==> config.mk <==
export PLATFORM = sky130hd
export DESIGN_NAME = mem_port_arbiter
export DESIGN_NICKNAME = d
export VERILOG_FILES = /design/src/rtl/mem_port_arbiter.sv
export SDC_FILE = /design/constraint.sdc
export NUM_CORES = 1
export LEC_CHECK = 0
export ABC_AREA = 1
export CAP_MARGIN = 10
export CORE_MARGIN = 3
export CORE_UTILIZATION = 24
export DETAILED_ROUTE_END_ITERATION = 16
export PLACE_DENSITY = 0.61
export SYNTH_ARGS = -nofsm -noshare
export SYNTH_HDL_FRONTEND = slang
export SYNTH_SLANG_ARGS = --single-unit
==> constraint.sdc <==
create_clock -name clk -period 4.1 [get_ports clk]
set_clock_uncertainty 0.05 [all_clocks]
set_input_delay 1.23 -clock clk [delete_from_list [all_inputs] [get_ports clk]]
set_output_delay 1.23 -clock clk [all_outputs]
set_load 0.02 [all_outputs]
==> src/rtl/mem_port_arbiter.sv <==
// Shares one variable-latency memory bus between instruction fetch and data access; data goes first.
// Optional one-entry fetch buffer is built when MEM_ARB_IBUF_EN is defined.
module mem_port_arbiter #(
  parameter int AW      = 32,
  parameter int DW      = 32,
  parameter int TIMEOUT = 255
) (
  input  logic          clk,
  input  logic          rst,
  input  logic          if_req,
  input  logic [AW-1:0] if_addr,
  output logic [DW-1:0] if_data,
  output logic          if_valid,
  input  logic [1:0]    dm_read,
  input  logic [1:0]    dm_write,
  input  logic [AW-1:0] dm_addr,
  input  logic [DW-1:0] dm_wdata,
  output logic [DW-1:0] dm_rdata,
  output logic          dm_valid,
  output logic          stall,
  output logic          bus_req,
  output logic          bus_we,
  output logic [1:0]    bus_size,
  output logic [AW-1:0] bus_addr,
  output logic [DW-1:0] bus_wdata,
  input  logic [DW-1:0] bus_rdata,
  input  logic          bus_ack,
  output logic          bus_err
);
  localparam int CW  = (TIMEOUT < 1) ? 1 : $clog2(TIMEOUT + 1);
  localparam int CW1 = CW + 1;

  typedef enum logic [1:0] {IDLE, DATA, INST, DONE} state_t;

  state_t        state_reg, state_next;
  logic [CW-1:0] wait_cnt_reg, wait_cnt_next;
  logic [CW:0]   wait_cnt_inc;
  logic [DW-1:0] if_data_reg, if_data_next;
  logic [DW-1:0] dm_rdata_reg, dm_rdata_next;
  logic          if_served_reg, if_served_next;
  logic          dm_served_reg, dm_served_next;
  logic          bus_err_reg, bus_err_next;
  logic          dm_pending, dm_is_store, wait_expired;
  logic          ibuf_hit;
  logic [DW-1:0] ibuf_rdata;

  assign dm_pending   = (dm_read != 2'b00) || (dm_write != 2'b00);
  assign dm_is_store  = (dm_write != 2'b00);
  assign wait_cnt_inc = {1'b0, wait_cnt_reg} + CW1'(1);
  // Expires on the cycle whose missing ack would make the wait count reach TIMEOUT.
  assign wait_expired = (wait_cnt_inc == CW1'(TIMEOUT));

  assign if_data  = if_data_reg;
  assign dm_rdata = dm_rdata_reg;
  assign bus_err  = bus_err_reg;

  always_ff @(posedge clk or posedge rst) begin
    if (rst) begin
      state_reg     <= IDLE;
      wait_cnt_reg  <= '0;
      if_data_reg   <= '0;
      dm_rdata_reg  <= '0;
      if_served_reg <= 1'b0;
      dm_served_reg <= 1'b0;
      bus_err_reg   <= 1'b0;
    end else begin
      state_reg     <= state_next;
      wait_cnt_reg  <= wait_cnt_next;
      if_data_reg   <= if_data_next;
      dm_rdata_reg  <= dm_rdata_next;
      if_served_reg <= if_served_next;
      dm_served_reg <= dm_served_next;
      bus_err_reg   <= bus_err_next;
    end
  end

  always_comb begin
    state_next     = state_reg;
    wait_cnt_next  = '0;
    if_data_next   = if_data_reg;
    dm_rdata_next  = dm_rdata_reg;
    if_served_next = if_served_reg;
    dm_served_next = dm_served_reg;
    bus_err_next   = bus_err_reg;
    bus_req        = 1'b0;
    bus_we         = 1'b0;
    bus_size       = 2'b00;
    bus_addr       = '0;
    bus_wdata      = '0;
    if_valid       = 1'b0;
    dm_valid       = 1'b0;
    // Reset is folded in so the pipeline is released the instant reset asserts.
    stall          = !rst && (state_reg != DONE) && (if_req || dm_pending);

    case (state_reg)
      IDLE: begin
        if_served_next = 1'b0;
        dm_served_next = 1'b0;
        if (dm_pending) begin
          state_next = DATA;
        end else if (if_req && ibuf_hit) begin
          state_next     = DONE;
          if_served_next = 1'b1;
          if_data_next   = ibuf_rdata;
        end else if (if_req) begin
          state_next = INST;
        end
      end

      DATA: begin
        bus_req   = 1'b1;
        bus_we    = dm_is_store;
        bus_size  = dm_is_store ? dm_write : dm_read;
        bus_addr  = dm_addr;
        bus_wdata = dm_wdata;
        if (bus_ack) begin
          dm_served_next = 1'b1;
          if (!dm_is_store) dm_rdata_next = bus_rdata;
          state_next = if_req ? INST : DONE;
        end else if (wait_expired) begin
          dm_served_next = 1'b1;
          dm_rdata_next  = '0;
          bus_err_next   = 1'b1;
          state_next     = DONE;
        end else begin
          wait_cnt_next = wait_cnt_inc[CW-1:0];
        end
      end

      INST: begin
        bus_req  = 1'b1;
        bus_size = 2'b11;
        bus_addr = if_addr;
        if (bus_ack) begin
          if_served_next = 1'b1;
          if_data_next   = bus_rdata;
          state_next     = DONE;
        end else if (wait_expired) begin
          if_served_next = 1'b1;
          if_data_next   = '0;
          bus_err_next   = 1'b1;
          state_next     = DONE;
        end else begin
          wait_cnt_next = wait_cnt_inc[CW-1:0];
        end
      end

      DONE: begin
        if_valid   = if_served_reg;
        dm_valid   = dm_served_reg;
        state_next = IDLE;
      end

      default: state_next = IDLE;
    endcase
  end

`ifdef MEM_ARB_IBUF_EN
  logic [AW-1:0] ibuf_addr_reg, ibuf_addr_next;
  logic [DW-1:0] ibuf_data_reg, ibuf_data_next;
  logic          ibuf_valid_reg, ibuf_valid_next;

  assign ibuf_hit   = ibuf_valid_reg && (ibuf_addr_reg == if_addr);
  assign ibuf_rdata = ibuf_data_reg;

  always_comb begin
    ibuf_addr_next  = ibuf_addr_reg;
    ibuf_data_next  = ibuf_data_reg;
    ibuf_valid_next = ibuf_valid_reg;
    if (state_reg == INST) begin
      if (bus_ack) begin
        ibuf_addr_next  = if_addr;
        ibuf_data_next  = bus_rdata;
        ibuf_valid_next = 1'b1;
      end else if (wait_expired) begin
        ibuf_valid_next = 1'b0;
      end
    end else if (state_reg == DATA) begin
      // Any store touching the buffered word makes the cached instruction stale.
      if (bus_ack && dm_is_store && (dm_addr[AW-1:2] == ibuf_addr_reg[AW-1:2]))
        ibuf_valid_next = 1'b0;
      else if (!bus_ack && wait_expired)
        ibuf_valid_next = 1'b0;
    end
  end

  always_ff @(posedge clk or posedge rst) begin
    if (rst) begin
      ibuf_addr_reg  <= '0;
      ibuf_data_reg  <= '0;
      ibuf_valid_reg <= 1'b0;
    end else begin
      ibuf_addr_reg  <= ibuf_addr_next;
      ibuf_data_reg  <= ibuf_data_next;
      ibuf_valid_reg <= ibuf_valid_next;
    end
  end
`else
  assign ibuf_hit   = 1'b0;
  assign ibuf_rdata = '0;
`endif

endmodule

# After elaboration in Yosys (flattened, before gate mapping)
# Cells that the tools add are included.
totals:
  inputBits: 136
  out_inout_bits: 136
  word_cells: 61
  ff_bits: 77
classes:
  n_reduce_logical: 17
  add_sub_neg: 1
  eq_ne: 9
  mux: 26
  n_bitwise: 1
ops:
  columns: ["operator", "count"]
  rows:
  - ["32-bit two-way mux", 5]
  - ["32-bit one-hot mux with 2 select lines", 1]
  - ["8-bit two-way mux", 3]
  - ["2-bit two-way mux", 6]
  - ["2-bit nonzero test", 5]
  - ["8-bit by 1-bit adder with 9-bit output, second input constant", 1]
  - ["9-bit by 8-bit equality test with 1-bit output, second input constant", 1]
  - ["3-bit != test, second input constant", 3]
  - ["2-bit one-hot mux with 4 select lines", 1]
  - ["1-bit two-way mux", 7]
  - ["2-bit AND reduction", 3]
  - ["3-bit AND reduction", 2]
  - ["2-bit equality test, second input constant", 2]
  - ["2-bit != test, second input constant", 2]
  - ["1-bit one-hot mux with 2 select lines", 2]
  - ["2-bit one-hot mux with 2 select lines", 1]
  - ["2-bit by 1-bit equality test with 1-bit output, second input constant", 1]
  - ["1-bit logical AND", 2]
  - ["2-bit zero test", 1]
  - ["1-bit logical OR", 2]
  - ["2-bit OR reduction", 1]
  - ["1-bit zero test", 1]
  - ["1-bit NOT", 1]

# Longest topological paths before layout
depth:
  word_depth: 5
  depth_mapped: 13
  depth_no_buf: 13

# Least setup slack after synthesis
# No wires, ideal clock.
synth_path:
  path_type: "in2out"
  start: "input port dm_read[0]"
  end: "output port bus_size[0]"
  path_buffers: 0
  slack_ps: 1061
  arrival_ps: 1759
  required_time_ps: 2820
  stages: 4
  cell_sequence: "inv_1 > nor2_1 > o21ai_0 > a21oi_1"
synth_via:
  elab_chain_len: 2
synth_lines:
  columns: ["item", "line_no", "text"]
  rows:
  - ["from (decl)", "14", "input logic [1:0] dm_read,"]
  - ["2-bit two-way mux", "113", "bus_size = dm_is_store ? dm_write : dm_read;"]
  - ["2-bit one-hot mux with 2 select lines", "95", "case (state_reg)"]
  - ["to (decl)", "23", "output logic [1:0] bus_size,"]
# Every way passes these cells.

# Final worst setup path
layout_path:
  start: "input port dm_write[1]"
  end: "output port stall"
layout_via:
  elab_chain_len: 4
layout_lines:
  columns: ["item", "line_no", "text"]
  rows:
  - ["from (decl)", "15", "input logic [1:0] dm_write,"]
  - ["2-bit nonzero test", "47", "assign dm_pending = (dm_read != 2'b00) || (dm_write != 2'b00);"]
  - ["1-bit logical OR", "47", null]
  - ["1-bit logical OR", "93", "stall = !rst && (state_reg != DONE) && (if_req || dm_pending);"]
  - ["1-bit logical AND", "93", null]
  - ["to (decl)", "20", "output logic stall,"]
# Every way passes these cells.

==> out/results.ini <==
[final_layout]
syn2layout_area_growth_pct = 75.9
regArea_um2 = 1930
multi_input_area_um2 = 1880
final_core_util_pct = 43.8
drive_gt1_share_pct = 4.43
fillers = 1757
num_antenna_cells = 0
final_cells = 1056
nets = 973
finalInstanceArea_um2 = 7370

[critical_path]
cp.arrival_ns = 2.70
r2r_slack_ns = 1.63
crit_required_ns = 2.82
reg2reg_depth = 10
criticalPathCategory = input pin to output pin
critical_path.max_fanout = 3
r2r_start = wait_cnt_reg[0]$_DFF_PP0_
cp-start-kind = input pin
worstSetupEndpoint = stall
rr_endpoint = dm_rdata[12]$_DFFE_PP0P_
end_kind = output pin
startpoint = dm_write[1]

[die]
fp.dieArea_um2 = 19100
io_pins = 272
start_util_pct = 24.9
coreArea_um2 = 16800
num_rows = 47
die_h_um = 138
die_x_um = 138

[yosys]
ys_seq_area_share_pct = 46.0
synth_edf_count = 0
synthDistinctLibCells = 24
synth.most_common_cell = nand2_1
synth_fp_nets = 715
synth_top_cell_area_share_pct = 46.0
synth.largest_area_cell = dfrtp_1
netlist_top_cells_area = dfrtp_1, nand2_1, nand3b_1
synthTopCellsByCount = nand2_1, dfrtp_1, inv_1
postSynth.asyncResetShare_pct = 100
ys_ff_latch = 77
yosys_warnings = 0
avgSynthCellArea_um2 = 7.31
synth_top_flop_cell = dfrtp_1
synth_area_um2 = 4190
syn_inst = 573

[placed_design]
place_area_um2 = 7090
dp_slack_ns = 0.0651
place_inst = 1040
hpwl_mm = 12.9
place.gp.congestion = 0.816
port-buffer-count = 271

[hold_path]
whs_path_depth = 2
hp-start = dm_rdata[23]$_DFFE_PP0P_
hp-class = flip-flop to flip-flop

[clock_tree]
numCtsBuffers = 9
h-tree-depth = 3
clk_latency_ns = 0.33
clock-root-buffer = clkbuf_16
cts_tree = built
clkTransAtPathRegs_ns = 0.06
clockBufferDepth = 2
clock_sinks = 77

[grt]
grt_antenna_before_repair = 0
grt_util_met1_pct = 21.0
grtUsageMet2_pct = 29.9
grt-ovfl-total = 0
grt_pass1_vias = 4704
use_met3_pct = 6.15
grt_first_pass_wirelength_mm = 26.5
grt_max_degree = 66
busiest_layer = met2
grt_usage_pct = 17.5

[drt]
num_vias = 4594
final_antenna_net_count = 0
drt-initial-drc-count = 180
routedWlPerCell_um = 16.3
avgViaCountPerCell = 4.35
wirelength_mm = 17.2
drtPass1Iterations = 4
drc = 0

[sta]
finalHoldViolCount = 0
timing.hold.ws_ns = 0.418
finalMaxSlewViolations = 0
rsz0062_at_grt = no
setup_viol = 0
finalCriticalPeriod_ns = 3.98
setup_slack_ns = 0.119
fin_setup_tns_ns = 0
worst_pin_slew_ns = 0.499
finalCritPeriodShare_pct = 97.1
fmax_mhz = 251
slew_headroom_pct = 66.7

[outcome]
status = completed

[run]
drv_cap = 0

[power_and_ir_drop]
p_leak_nw = 3.44
power_mw = 5.18
max-vdd-ir-drop_uv = 348
power_density_nw_per_um2 = 702

[layer usage]
layer / part of all wire (%) / wire, um / vias to the layer above
met5: 0 / 0 / -
met4: 1.7 / 291 / 0
met3: 7.9 / 1360 / 18
met2: 48 / 8270 / 189
met1: 42 / 7300 / 2099
li1: - / - / 2288
[placed cells by master, fill, tap and decap left out, types with 4 or more instances in the layout]
| cell type | n |
|---|---|
| a21oi_1 | 38 |
| buf_4 | 9 |
| clkbuf_16 | 9 |
| clkdlybuf4s50_1 | 269 |
| clkinvlp_4 | 4 |
| dfrtp_1 | 77 |
| ha_1 | 5 |
| inv_1 | 55 |
| nand2_1 | 253 |
| nand3_1 | 6 |
| nand3b_1 | 32 |
| nor2_1 | 17 |
| o21ai_0 | 29 |
| o21ai_1 | 8 |
[how the worst min path moves through the flow]
| stage | slack, ns | endpoint |
|---|---|---|
| 6_report | 0.42 | dm_rdata[23]$_DFFE_PP0P_ |
| 5_1_grt | 0.44 | dm_rdata[8]$_DFFE_PP0P_ |
| 4_1_cts | 0.42 | dm_rdata[23]$_DFFE_PP0P_ |
| 3_5_place_dp | 0.41 | dm_rdata[23]$_DFFE_PP0P_ |
| 3_3_place_gp | 0.40 | dm_rdata[8]$_DFFE_PP0P_ |
| 2_1_floorplan | 0.42 | dm_served_reg$_DFFE_PP0P_ |
[kinds of logic after synthesis]
family / synth area share, %
flops: 46.0
simple gates: 32.8
compound gates: 9.89
buf+inv: 9.53
fa+ha+maj: 1.79
[where the power goes]
group,switching (mW),internal (mW)
sequential,0.184,1.07
combinational,1.83,1.37
clock,0.314,0.407
[layout make-up]
class	instances	share of cell area [%]
repair buffers	281	38.1
flip-flops and latches	77	26.2
multi-input cells	405	25.5
well taps	220	3.74
clock buffers	10	3.11
inverters	57	2.92
clock inverters	6	0.543
[critical path, stage by stage]
cell and delay (ns):
clkdlybuf4s50_1 0.52, nor2_2 0.06, nand3_1 0.06, inv_1 0.05
nand2_1 0.08, nand2_1 0.05, inv_1 0.05, clkdlybuf4s50_1 0.59
[timing repair]
item                       4_1_cts  5_1_grt
hold buffers                     0        0
setup endpoints to repair        0        3
buffers inserted                 0        0
resized for setup                0        3
Note: power is estimated with default switching activity, not from simulation.
==> RTL edit 1: new RTL, same settings <==
Encoding of `state_t`: now one-hot (4 bits for 4 states).
--- a/src/rtl/mem_port_arbiter.sv
+++ b/src/rtl/mem_port_arbiter.sv
@@ -30,7 +30,7 @@
   localparam int CW  = (TIMEOUT < 1) ? 1 : $clog2(TIMEOUT + 1);
   localparam int CW1 = CW + 1;
 
-  typedef enum logic [1:0] {IDLE, DATA, INST, DONE} state_t;
+  typedef enum logic [3:0] {IDLE = 4'b0001, DATA = 4'b0010, INST = 4'b0100, DONE = 4'b1000} state_t;
 
   state_t        state_reg, state_next;
   logic [CW-1:0] wait_cnt_reg, wait_cnt_next;
Check against the original RTL: no difference found for any inputs over 10 cycles, from zero or initial values and one cycle with rst high; not proved beyond that.
==> RTL edit 1 against the original RTL <==
Clock power rose by 11%; final cell count down 3.5%; sequential cell count increased by 2; worst setup slack worse by 3.2 ps; synthesized cell count fell by 7.2%; fmax about the same; total power fell by 21%; largest power group unchanged; cell area fell by 0.44%; hold slack improved by 2.2 ps; count of clock-buffer cells in the layout stayed put; routed wire length decreased by 9.1%; area after synthesis is 1.3% lower; largest cell class unchanged; via count decreased by 4.6%; sequential power down 6%.
==> RTL edit 1: results (changes against the original RTL) <==
run_status: "finished clean"
placed_cells_incl_taps: 1003  # -3.6%
crit_fanout: 4  # +1
min_from: "dm_rdata[6]$_DFFE_PP0P_"
hpwl_mm: 11.7  # -8.9%
synth_compound_area_share_pct: 12.9  # +3.0 points
r2r_start: "state_reg[3]$_DFFE_PP0P_"
utilization_pct: 43.9  # +0.11 points
gr-usage-met1_pct: 20.1  # -0.90 points
cp_slowest_stage_delay_ps: 630  # +40 ps
grt_max_degree: 46  # -30%
dr_wl_met2_mm: 8.01  # -3.0%
vias: 4384  # -4.6%
wl_met3_mm: 1.05  # -23%
synth-adder-area-share_pct: 0.606  # -1.2 points
yosys-top-cells-area: "dfrtp_1 (47%), nand2_1 (14%), inv_1 (7.5%)"
ys_seq_area_share_pct: 47.9  # +1.9 points
nets: 932  # -4.2%
wire_per_inst_um: 15.4  # -5.8%
vias_per_cell: 4.30  # -1.1%
synth_fp_nets: 670  # -6.3%
ir_worst_vdd_mv: 0.208  # -40%
place_ws_ps: 79.6  # +14.5 ps
grt_pass1_wl_mm: 24.0  # -9.7%
place_area_um2: 7030  # -0.83%
synthTopCellsByCount: "nand2_1 (151), inv_1 (82), dfrtp_1 (78), nor2_1 (44), nand3_1 (38)"
p_leak_nw: 3.53  # +2.7%
drive_above_1_share_pct: 5.26  # +0.83 points
reg2reg_slack_ps: 1670  # +40 ps
hold_ws_ps: 420  # +2.24 ps
ys_types: 27  # +13%
crit_start: "dm_write[0]"
fmax_mhz: 251  # about the same
==> RTL edit 1: power by group <==
part | total [mW] | internal [mW] | switching [mW]
Combinational | 2.12 | 0.986 | 1.13
Sequential | 1.19 | 1.04 | 0.147
Clock | 0.805 | 0.475 | 0.329
==> RTL edit 1: worst paths after layout <==
check	endpoint
max reg2reg	dm_rdata[13]$_DFFE_PP0P_
min in group asynchronous	if_served_reg$_DFFE_PP0P_
min	dm_rdata[6]$_DFFE_PP0P_
max	stall
max in group asynchronous	if_data[30]$_DFFE_PP0P_
min reg2reg	dm_rdata[6]$_DFFE_PP0P_
==> RTL edit 1: cell type report <==
| class | count | area share [%] |
|---|---|---|
| clock buffers | 10 | 3.12 |
| inverters | 84 | 4.35 |
| multi-input cells | 339 | 22.6 |
| repair buffers | 281 | 38.2 |
| well taps | 220 | 3.75 |
| clock inverters | 6 | 0.938 |
| flip-flops and latches | 79 | 27.0 |
==> RTL edit 2: new RTL, config.mk and constraints unchanged <==
Without the edit above. Add a define of `MEM_ARB_IBUF_EN`.
--- a/src/rtl/mem_port_arbiter.sv
+++ b/src/rtl/mem_port_arbiter.sv
@@ -1,5 +1,7 @@
 // Shares one variable-latency memory bus between instruction fetch and data access; data goes first.
 // Optional one-entry fetch buffer is built when MEM_ARB_IBUF_EN is defined.
+`define MEM_ARB_IBUF_EN
+
 module mem_port_arbiter #(
   parameter int AW      = 32,
   parameter int DW      = 32,
Formal check against the unedited RTL: not equivalent (Yosys sat finds a counterexample within 10 cycles, from zero or initial values and one cycle with rst high).
==> RTL edit 2 against the original RTL <==
Sequential share of layout area increased by 3.9 points; cell area grew 60%; routed wire length rose by 51%; total power rose by 64%; global-route usage is 3.1 points lower; area after synthesis is 92% higher; largest cell class is now multi-input combinational cells; non-clock buffer count is 10 higher; sequential cell count rose by 65; worst setup slack improved by 7.0 ps.
==> RTL edit 2: results (changes against the original RTL) <==
run_status: "finished clean"
r2r_start: "wait_cnt_reg[1]$_DFF_PP0_"
place_ws_ps: -290  # -355 ps
wl_met3_mm: 1.74  # +28%
dr.first_iter.drc_count: 467  # +160%
cp_slowest_stage_delay_ps: 690  # +100 ps
synthTopCellsByCount: "nand2_1 (419), dfrtp_1 (142), inv_1 (105), o21ai_0 (92), nor2_1 (43)"
crit_fanout: 2  # -1
hpwl_mm: 19.1  # +48%
slew_headroom_pct: 46.5  # -20 points
first_pass_iters: 5  # +1
hold_ws_ps: 421  # +3.34 ps
grt_max_degree: 143  # +120%
period_share_pct: 96.9  # -0.17 points
p_leak_nw: 5.50  # +60%
min_to: "if_data[1]$_DFFE_PP0P_"
critPathCapture: "bus_addr[24]"
cts_hold_buf: 0  # unchanged
fin_cells: 1788  # +69%
reg2reg_slack_ps: 1550  # -80 ps
ir_worst_vdd_mv: 0.289  # -17%
min_from: "if_data[1]$_DFFE_PP0P_"
drt-total-wl_mm: 26.0  # +51%
vias: 7727  # +68%
drive_above_1_share_pct: 10.5  # +6.0 points
grt_pass1_vias: 7526  # +60%
nets: 1475  # +52%
synth_fp_nets: 1222  # +71%
place_area_um2: 11300  # +59%
ys_types: 32  # +33%
synthCells: 1080  # +88%
cts_htree_levels: 4  # +1
fillers: 3366  # +92%
gp_congestion: 0.831  # +1.9%
r2r_cells: 12  # +2
dr_wl_met2_mm: 12.3  # +49%
use_met3_pct: 4.46  # -1.7 points
ys_seq_area_share_pct: 44.1  # -1.9 points
grt_pass1_wl_mm: 41.2  # +55%
worstPathArrival_ps: 2690  # about the same
numCtsBuffers: 17  # +8
cts_resized: 3  # +3
drt-met1-wl_mm: 11.7  # +60%
==> RTL edit 2: kinds of logic after synthesis <==
family,after synthesis,share of synthesized area (%)
AOI/OAI and AO/OA,167,12.1
xor gates and xnor gates,39,4.24
adders and majority gates,6,0.932
DFF,142,44.1
buffers and inverters,163,8.62
and+or+nand+nor,563,30.0
==> RTL edit 2: power groups by stage <==
stage / Clock (mW) / Sequential [mW] / Combinational [mW]
after global placement: 0 / 2.40 / 4.60
after detailed placement: 0 / 2.41 / 4.65
final: 1.51 / 2.39 / 4.57
after global routing: 1.62 / 2.48 / 5.06
after floorplan: 0 / 2.65 / 2.48
after CTS: 1.56 / 2.40 / 4.66
==> RTL edit 2: area by class of cell <==
type | instances | area, µm² | area share [%]
multi-input cells | 775 | 3820 | 32.4
flip-flops and latches | 142 | 3550 | 30.1
repair buffers | 291 | 2920 | 24.7
well taps | 442 | 553 | 4.68
clock buffers | 18 | 439 | 3.72
inverters | 106 | 402 | 3.40
clock inverters | 14 | 125 | 1.06
